<file path="src/rtl/spine_router.sv">
// Spine router: five buffered inputs (four leaves plus the uplink) feeding five
// registered outputs, with per-output round-robin arbitration and drop accounting.
module spine_router #(
   parameter int unsigned DWIDTH     = 16,
   parameter int unsigned FIFO_DEPTH = 8,
   parameter logic [3:0]  GROUP_ID   = 4'b0110
) (
   input  logic                clk,
   input  logic                reset,
   input  logic                arb_enable,
   input  logic [4*DWIDTH-1:0] leaf_in_data,
   input  logic [3:0]          leaf_in_valid,
   input  logic [23:0]         leaf_dest_addr,
   output logic [3:0]          leaf_in_ready,
   output logic [4*DWIDTH-1:0] leaf_out_data,
   output logic [3:0]          leaf_out_valid,
   input  logic [3:0]          leaf_out_ready,
   input  logic [DWIDTH-1:0]   up_in_data,
   input  logic                up_in_valid,
   input  logic [5:0]          up_dest_addr,
   output logic                up_in_ready,
   output logic [DWIDTH-1:0]   up_out_data,
   output logic [5:0]          up_out_dest_addr,
   output logic                up_out_valid,
   input  logic                up_out_ready,
   output logic [4:0]          fifo_full,
   output logic [4:0]          fifo_empty,
   output logic [7:0]          drop_count,
   output logic                busy
);
   localparam int unsigned EW = DWIDTH + 6;
   localparam int unsigned AW = $clog2(FIFO_DEPTH);
   localparam logic [AW:0] FULL_CNT = (AW+1)'(FIFO_DEPTH);

   logic [EW-1:0]     mem [5][FIFO_DEPTH];
   logic [AW-1:0]     wr_ptr [5];
   logic [AW-1:0]     rd_ptr [5];
   logic [AW:0]       count [5];
   logic [EW-1:0]     in_entry [5];
   logic [EW-1:0]     head [5];
   logic [4:0]        in_valid;
   logic [4:0]        wr_en;
   logic [4:0]        pop;
   logic [4:0]        misroute;
   logic [2:0]        target [5];
   logic [4:0]        req [5];
   logic [4:0]        grant;
   logic [2:0]        gidx [5];
   logic [2:0]        rr_ptr [5];
   logic [4:0]        slot_valid;
   logic [4:0]        slot_ready;
   logic [DWIDTH-1:0] slot_data [5];
   logic [5:0]        up_dest_q;
   logic [3:0]        n_drops;
   logic [8:0]        drop_sum;

   always_comb begin
      for (int unsigned i = 0; i < 4; i++) begin
         in_valid[i] = leaf_in_valid[i];
         in_entry[i] = {leaf_dest_addr[i*6 +: 6], leaf_in_data[i*DWIDTH +: DWIDTH]};
      end
      in_valid[4] = up_in_valid;
      in_entry[4] = {up_dest_addr, up_in_data};
   end

   // Head decode: local group goes to a leaf, foreign goes up, except that a
   // foreign packet arriving on the uplink has nowhere to go and is discarded.
   always_comb begin
      for (int unsigned i = 0; i < 5; i++) begin
         fifo_empty[i] = (count[i] == '0);
         fifo_full[i]  = (count[i] == FULL_CNT);
         wr_en[i]      = in_valid[i] && !fifo_full[i];
         head[i]       = mem[i][rd_ptr[i]];
         if (head[i][EW-1 -: 4] == GROUP_ID) begin
            target[i]   = {1'b0, head[i][EW-5 -: 2]};
            misroute[i] = 1'b0;
         end else begin
            target[i]   = 3'd4;
            misroute[i] = (i == 4) && !fifo_empty[i];
         end
      end
   end

   assign slot_ready = {up_out_ready, leaf_out_ready};

   always_comb begin
      int unsigned idx;
      idx = 0;
      pop = misroute & {5{arb_enable}};
      for (int unsigned o = 0; o < 5; o++) begin
         grant[o] = 1'b0;
         gidx[o]  = '0;
         for (int unsigned i = 0; i < 5; i++)
            req[o][i] = !fifo_empty[i] && !misroute[i] && (target[i] == 3'(o));
         if (arb_enable && (!slot_valid[o] || slot_ready[o])) begin
            for (int unsigned k = 1; k <= 5; k++) begin
               idx = (32'(rr_ptr[o]) + k) % 5;
               if (!grant[o] && req[o][idx]) begin
                  grant[o] = 1'b1;
                  gidx[o]  = 3'(idx);
               end
            end
         end
         if (grant[o])
            pop[gidx[o]] = 1'b1;
      end
   end

   always_ff @(posedge clk) begin
      for (int unsigned i = 0; i < 5; i++)
         if (wr_en[i])
            mem[i][wr_ptr[i]] <= in_entry[i];
   end

   always_ff @(posedge clk or negedge reset) begin
      if (!reset) begin
         for (int unsigned i = 0; i < 5; i++) begin
            wr_ptr[i] <= '0;
            rd_ptr[i] <= '0;
            count[i]  <= '0;
         end
      end else begin
         for (int unsigned i = 0; i < 5; i++) begin
            if (wr_en[i])
               wr_ptr[i] <= wr_ptr[i] + 1'b1;
            if (pop[i])
               rd_ptr[i] <= rd_ptr[i] + 1'b1;
            count[i] <= count[i] + (AW+1)'(wr_en[i]) - (AW+1)'(pop[i]);
         end
      end
   end

   always_ff @(posedge clk or negedge reset) begin
      if (!reset) begin
         slot_valid <= '0;
         up_dest_q  <= '0;
         for (int unsigned o = 0; o < 5; o++) begin
            slot_data[o] <= '0;
            rr_ptr[o]    <= 3'd4;
         end
      end else begin
         for (int unsigned o = 0; o < 5; o++) begin
            if (grant[o]) begin
               slot_valid[o] <= 1'b1;
               slot_data[o]  <= head[gidx[o]][DWIDTH-1:0];
               rr_ptr[o]     <= gidx[o];
            end else if (slot_ready[o]) begin
               slot_valid[o] <= 1'b0;
            end
         end
         if (grant[4])
            up_dest_q <= head[gidx[4]][EW-1 -: 6];
      end
   end

   // Overflow drops on every input plus an uplink misroute can land together.
   always_comb begin
      n_drops = '0;
      for (int unsigned i = 0; i < 5; i++)
         n_drops = n_drops + 4'(in_valid[i] & fifo_full[i]);
      n_drops  = n_drops + 4'(misroute[4] & arb_enable);
      drop_sum = {1'b0, drop_count} + 9'(n_drops);
   end

   always_ff @(posedge clk or negedge reset) begin
      if (!reset)
         drop_count <= '0;
      else
         drop_count <= drop_sum[8] ? 8'hFF : drop_sum[7:0];
   end

   always_comb begin
      for (int unsigned o = 0; o < 4; o++)
         leaf_out_data[o*DWIDTH +: DWIDTH] = slot_data[o];
   end

   assign leaf_out_valid   = slot_valid[3:0];
   assign up_out_valid     = slot_valid[4];
   assign up_out_data      = slot_data[4];
   assign up_out_dest_addr = up_dest_q;
   assign leaf_in_ready    = ~fifo_full[3:0];
   assign up_in_ready      = ~fifo_full[4];
   assign busy             = !(&fifo_empty) || (|slot_valid);

endmodule

</file>
<file path="config.mk">
export PLATFORM = sky130hd
export DESIGN_NAME = spine_router
export DESIGN_NICKNAME = d
export VERILOG_FILES = /design/src/rtl/spine_router.sv
export SDC_FILE = /design/constraint.sdc
export NUM_CORES = 2
export LEC_CHECK = 0
export CORE_MARGIN = 1.5
export CORE_UTILIZATION = 35
export CTS_CLUSTER_DIAMETER = 30
export CTS_CLUSTER_SIZE = 28
export DETAILED_ROUTE_END_ITERATION = 6
export SLEW_MARGIN = 20
export SYNTH_ARGS = -nofsm -noshare
export SYNTH_HDL_FRONTEND = slang
export SYNTH_SLANG_ARGS = --single-unit
export TNS_END_PERCENT = 5
</file>
<file path="constraint.sdc">
create_clock -name clk -period 6.15 [get_ports clk]
set_input_delay 0.9225 -clock clk [delete_from_list [all_inputs] [get_ports clk]]
set_output_delay 0.9225 -clock clk [all_outputs]
set_load 0.05 [all_outputs]
</file>
==> flow_summary.yaml <==
outcome:
  status: "completed"
final_layout:
  area.growth.synth_to_final_pct: 27.96
  nNetsFinal: 4427
  layout_commonest_cell: "edfxtp_1"
  layout.cells.most_common_list: "edfxtp_1 (880), nand2_1 (249), clkdlybuf4s50_1 (236)"
  layout-drive-gt1-share: 0.2569
die:
  die_area_um2: 149000
  start_util: 0.3526
  die_h_um: 386.0
  rows: 140
  die_width_um: 386.0
  coreArea_um2: 145600
  num_io_pins: 238
setup_path:
  crit_chain: "inv_1 > ha_1 > ha_1 > or2_2 > o21ai_1 > xnor2_1 > inv_1 > ha_1 > nand2b_1 > nand2_1 > o211a_1 > xnor2_2 > mux2_2 > a22oi_1 > and3_1 > nor4b_2 > o31a_1 > or4_1 > ha_1 > inv_1 > ha_1 > fa_1 > xor2_1"
  required_ns: 6.84
  crit_path_end_kind: "flop"
  worstPathArrival_ns: 6.69
  critPathKind: "reg -> reg"
  max_stage_delay_ns: 0.67
  cp_max_fo: 5
  reg2reg_slack_ns: 0.16
  cpMostUsedCell: "ha_1"
  startpoint_type: "flop"
  cp_slowest_cell: "or4_1"
grt:
  grt_pass1_vias: 33960
  antenna_found_initial: 15
  gr-total-overflow: 0
  globalRouteTotalUtil: 0.2063
  grt_pass1_wl_mm: 225.5
  grt_max_degree: 126
synthesis:
  postSynthCellCount: 3632
  avgSynthCellArea_um2: 14.13
  synth-edff-count: 880
  yosysWarnings: 0
  ys_types: 100
  syn_area_um2: 51330
  syn-num-nets: 3927
  async_flop_share: 0.1571
  synth_ff_type: "edfxtp_1"
  synth-seq-cells: 1044
  synth-seq-area-share: 0.5949
sta:
  max_freq_mhz: 166.9
  finalSetupViolCount: 0
  tightest_slew_ns: 1.202
  fin_crit_ns: 5.991
  finalClockSkew_ns: 0.06723
  period_share: 0.9742
  final.setup.tns_ns: 0
  max_slew_margin: 0.1977
  drv_slew: 0
  finalHoldViolations: 0
  rsz0062_at_grt: "true"
route:
  postRouteAntennaNets: 0
  detail_route.wirelength_mm: 155.7
  wl_per_cell_um: 24.93
  dr.first_iter.drc_count: 3108
  num_vias: 34330
  first_pass_iters: 7
  viasPerCell: 5.496
  drc: 0
placement:
  dpl.hpwl_mm: 109.2
  place.port_buffers: 237
  gp_congestion: 0.9663
clock_network:
  ctsHtreeMaxLevel: 4
  cts_tree: "built"
  cts_root_buf: "clkbuf_16"
  cts_max_path_buffers: 3
  cts_buffers: 212
  clk_latency_ns: 0.83
  clkTransAtPathRegs_ns: 0.05
  clock-sinks: 1044
min_path:
  hold_class: "in -> async"
flow_run:
  drv_cap: 0
metrics by stage:
stage | instance area [um2] | hold WS [ns] | setup slack, ns | util | std cells
finish | 65680 | 0.04909 | 0.1588 | 0.4512 | 6245
floorplan | 51440 | 0.4791 | -0.009052 | - | 3632
global route | 65670 | 0.04004 | -0.2083 | 0.4511 | 6239
CTS | 65120 | 0.009862 | 0.001785 | 0.4474 | 6225
detailed placement | 57470 | 0.4944 | -0.06250 | 0.3948 | 5822
global placement | 57470 | 0.4942 | 0.08325 | 0.3948 | 5822
metal layers:
layer  GRT usage  routed length, um
met1      0.2783              66080
met5           0                111
met2      0.3178              71290
met4     0.06805               4314
met3     0.06069              13910
cell families (layout without fill, tap and decap cells):
family,count (synthesis),after routing,share of synthesized area
adders and majority gates,172,172,0.04324
AOI/OAI and AO/OA,656,656,0.09328
buffers and inverters,363,1052,0.02862
xor gates and xnor gates,85,85,0.01450
DFF,1044,1044,0.5949
muxes,427,427,0.1381
other,0,7,0
and+or+nand+nor,885,885,0.08739
state kept, by name, indices dropped and copies added (netlist names):
register,flops
wr_ptr,15
leaf_out_data,64
drop_count,8
rd_ptr,15
count,20
up_out_dest_addr,6
up_out_data,16
rr_ptr,15
mem,880
slot_valid,5
cell type report:
type,instances,area (um2)
Clock inverter,174,2200
Fill cell,12740,79880
Timing Repair Buffer,471,4182
Inverter,178,673.1
Sequential cell,1044,30550
Antenna cell,7,17.52
Clock buffer,229,5443
Multi-Input combinational cell,2225,20220
Tap cell,1917,2399
worst max-delay path: cells and delay by family (launching register included):
kind | cells | cell delay [ns]
buf+inv | 3 | 0.22
fa+ha+maj | 6 | 1.63
mux | 1 | 0.38
xor+xnor | 3 | 0.65
simple gates | 6 | 1.48
flops | 1 | 0.43
compound gates | 4 | 1.11
synth_stat cells, drive strengths merged (20+ instances only):
library cell	instances	area, um2
nand2b	50	312.8
o211ai	34	255.2
a211oi	31	242.7
nand2	253	952.2
nor2	207	782.0
mux2	90	1017
o22ai	22	143.9
mux4	215	4842
nand3	62	315.3
xnor2	63	551.8
ha	163	2039
mux2i	122	1229
o31ai	74	555.5
a21o	23	172.7
nor3	71	370.4
clkbuf	101	379.1
a221oi	72	630.6
dfrtp	159	3979
buf	84	421.7
nor2b	26	162.7
xor2	22	192.7
o21ai	79	399.1
and2	37	231.5
a21oi	94	470.5
or2	20	127.6
edfxtp	880	26430
inv	172	645.6
a31oi	31	193.9
and3	37	231.5
path summary, 6_finish.rpt:
kind,endpoint,startpoint,cells past startpoint
min in group clk,count[4],count[4],1
max in group asynchronous,rr_ptr[3],reset,2
setup reg to reg,count[2],rr_ptr[7],23
hold reg to reg,count[4],count[4],1
setup / recovery,count[2],rr_ptr[7],23
hold / removal,wr_ptr[11],reset,1
what timing repair did:
item / in CTS / in global routing
gates cloned: 0 / 0
gates resized for setup: 2 / 86
hold buffers: 0 / 0
hold endpoints to repair: 0 / 0
pin swaps: 1 / 27
setup endpoints to repair: 6 / 41
buffers inserted: 0 / 13
Power is left out: the tool's default activity adds up to more than one toggle a clock period on the data nets, which glitch-free logic cannot reach.
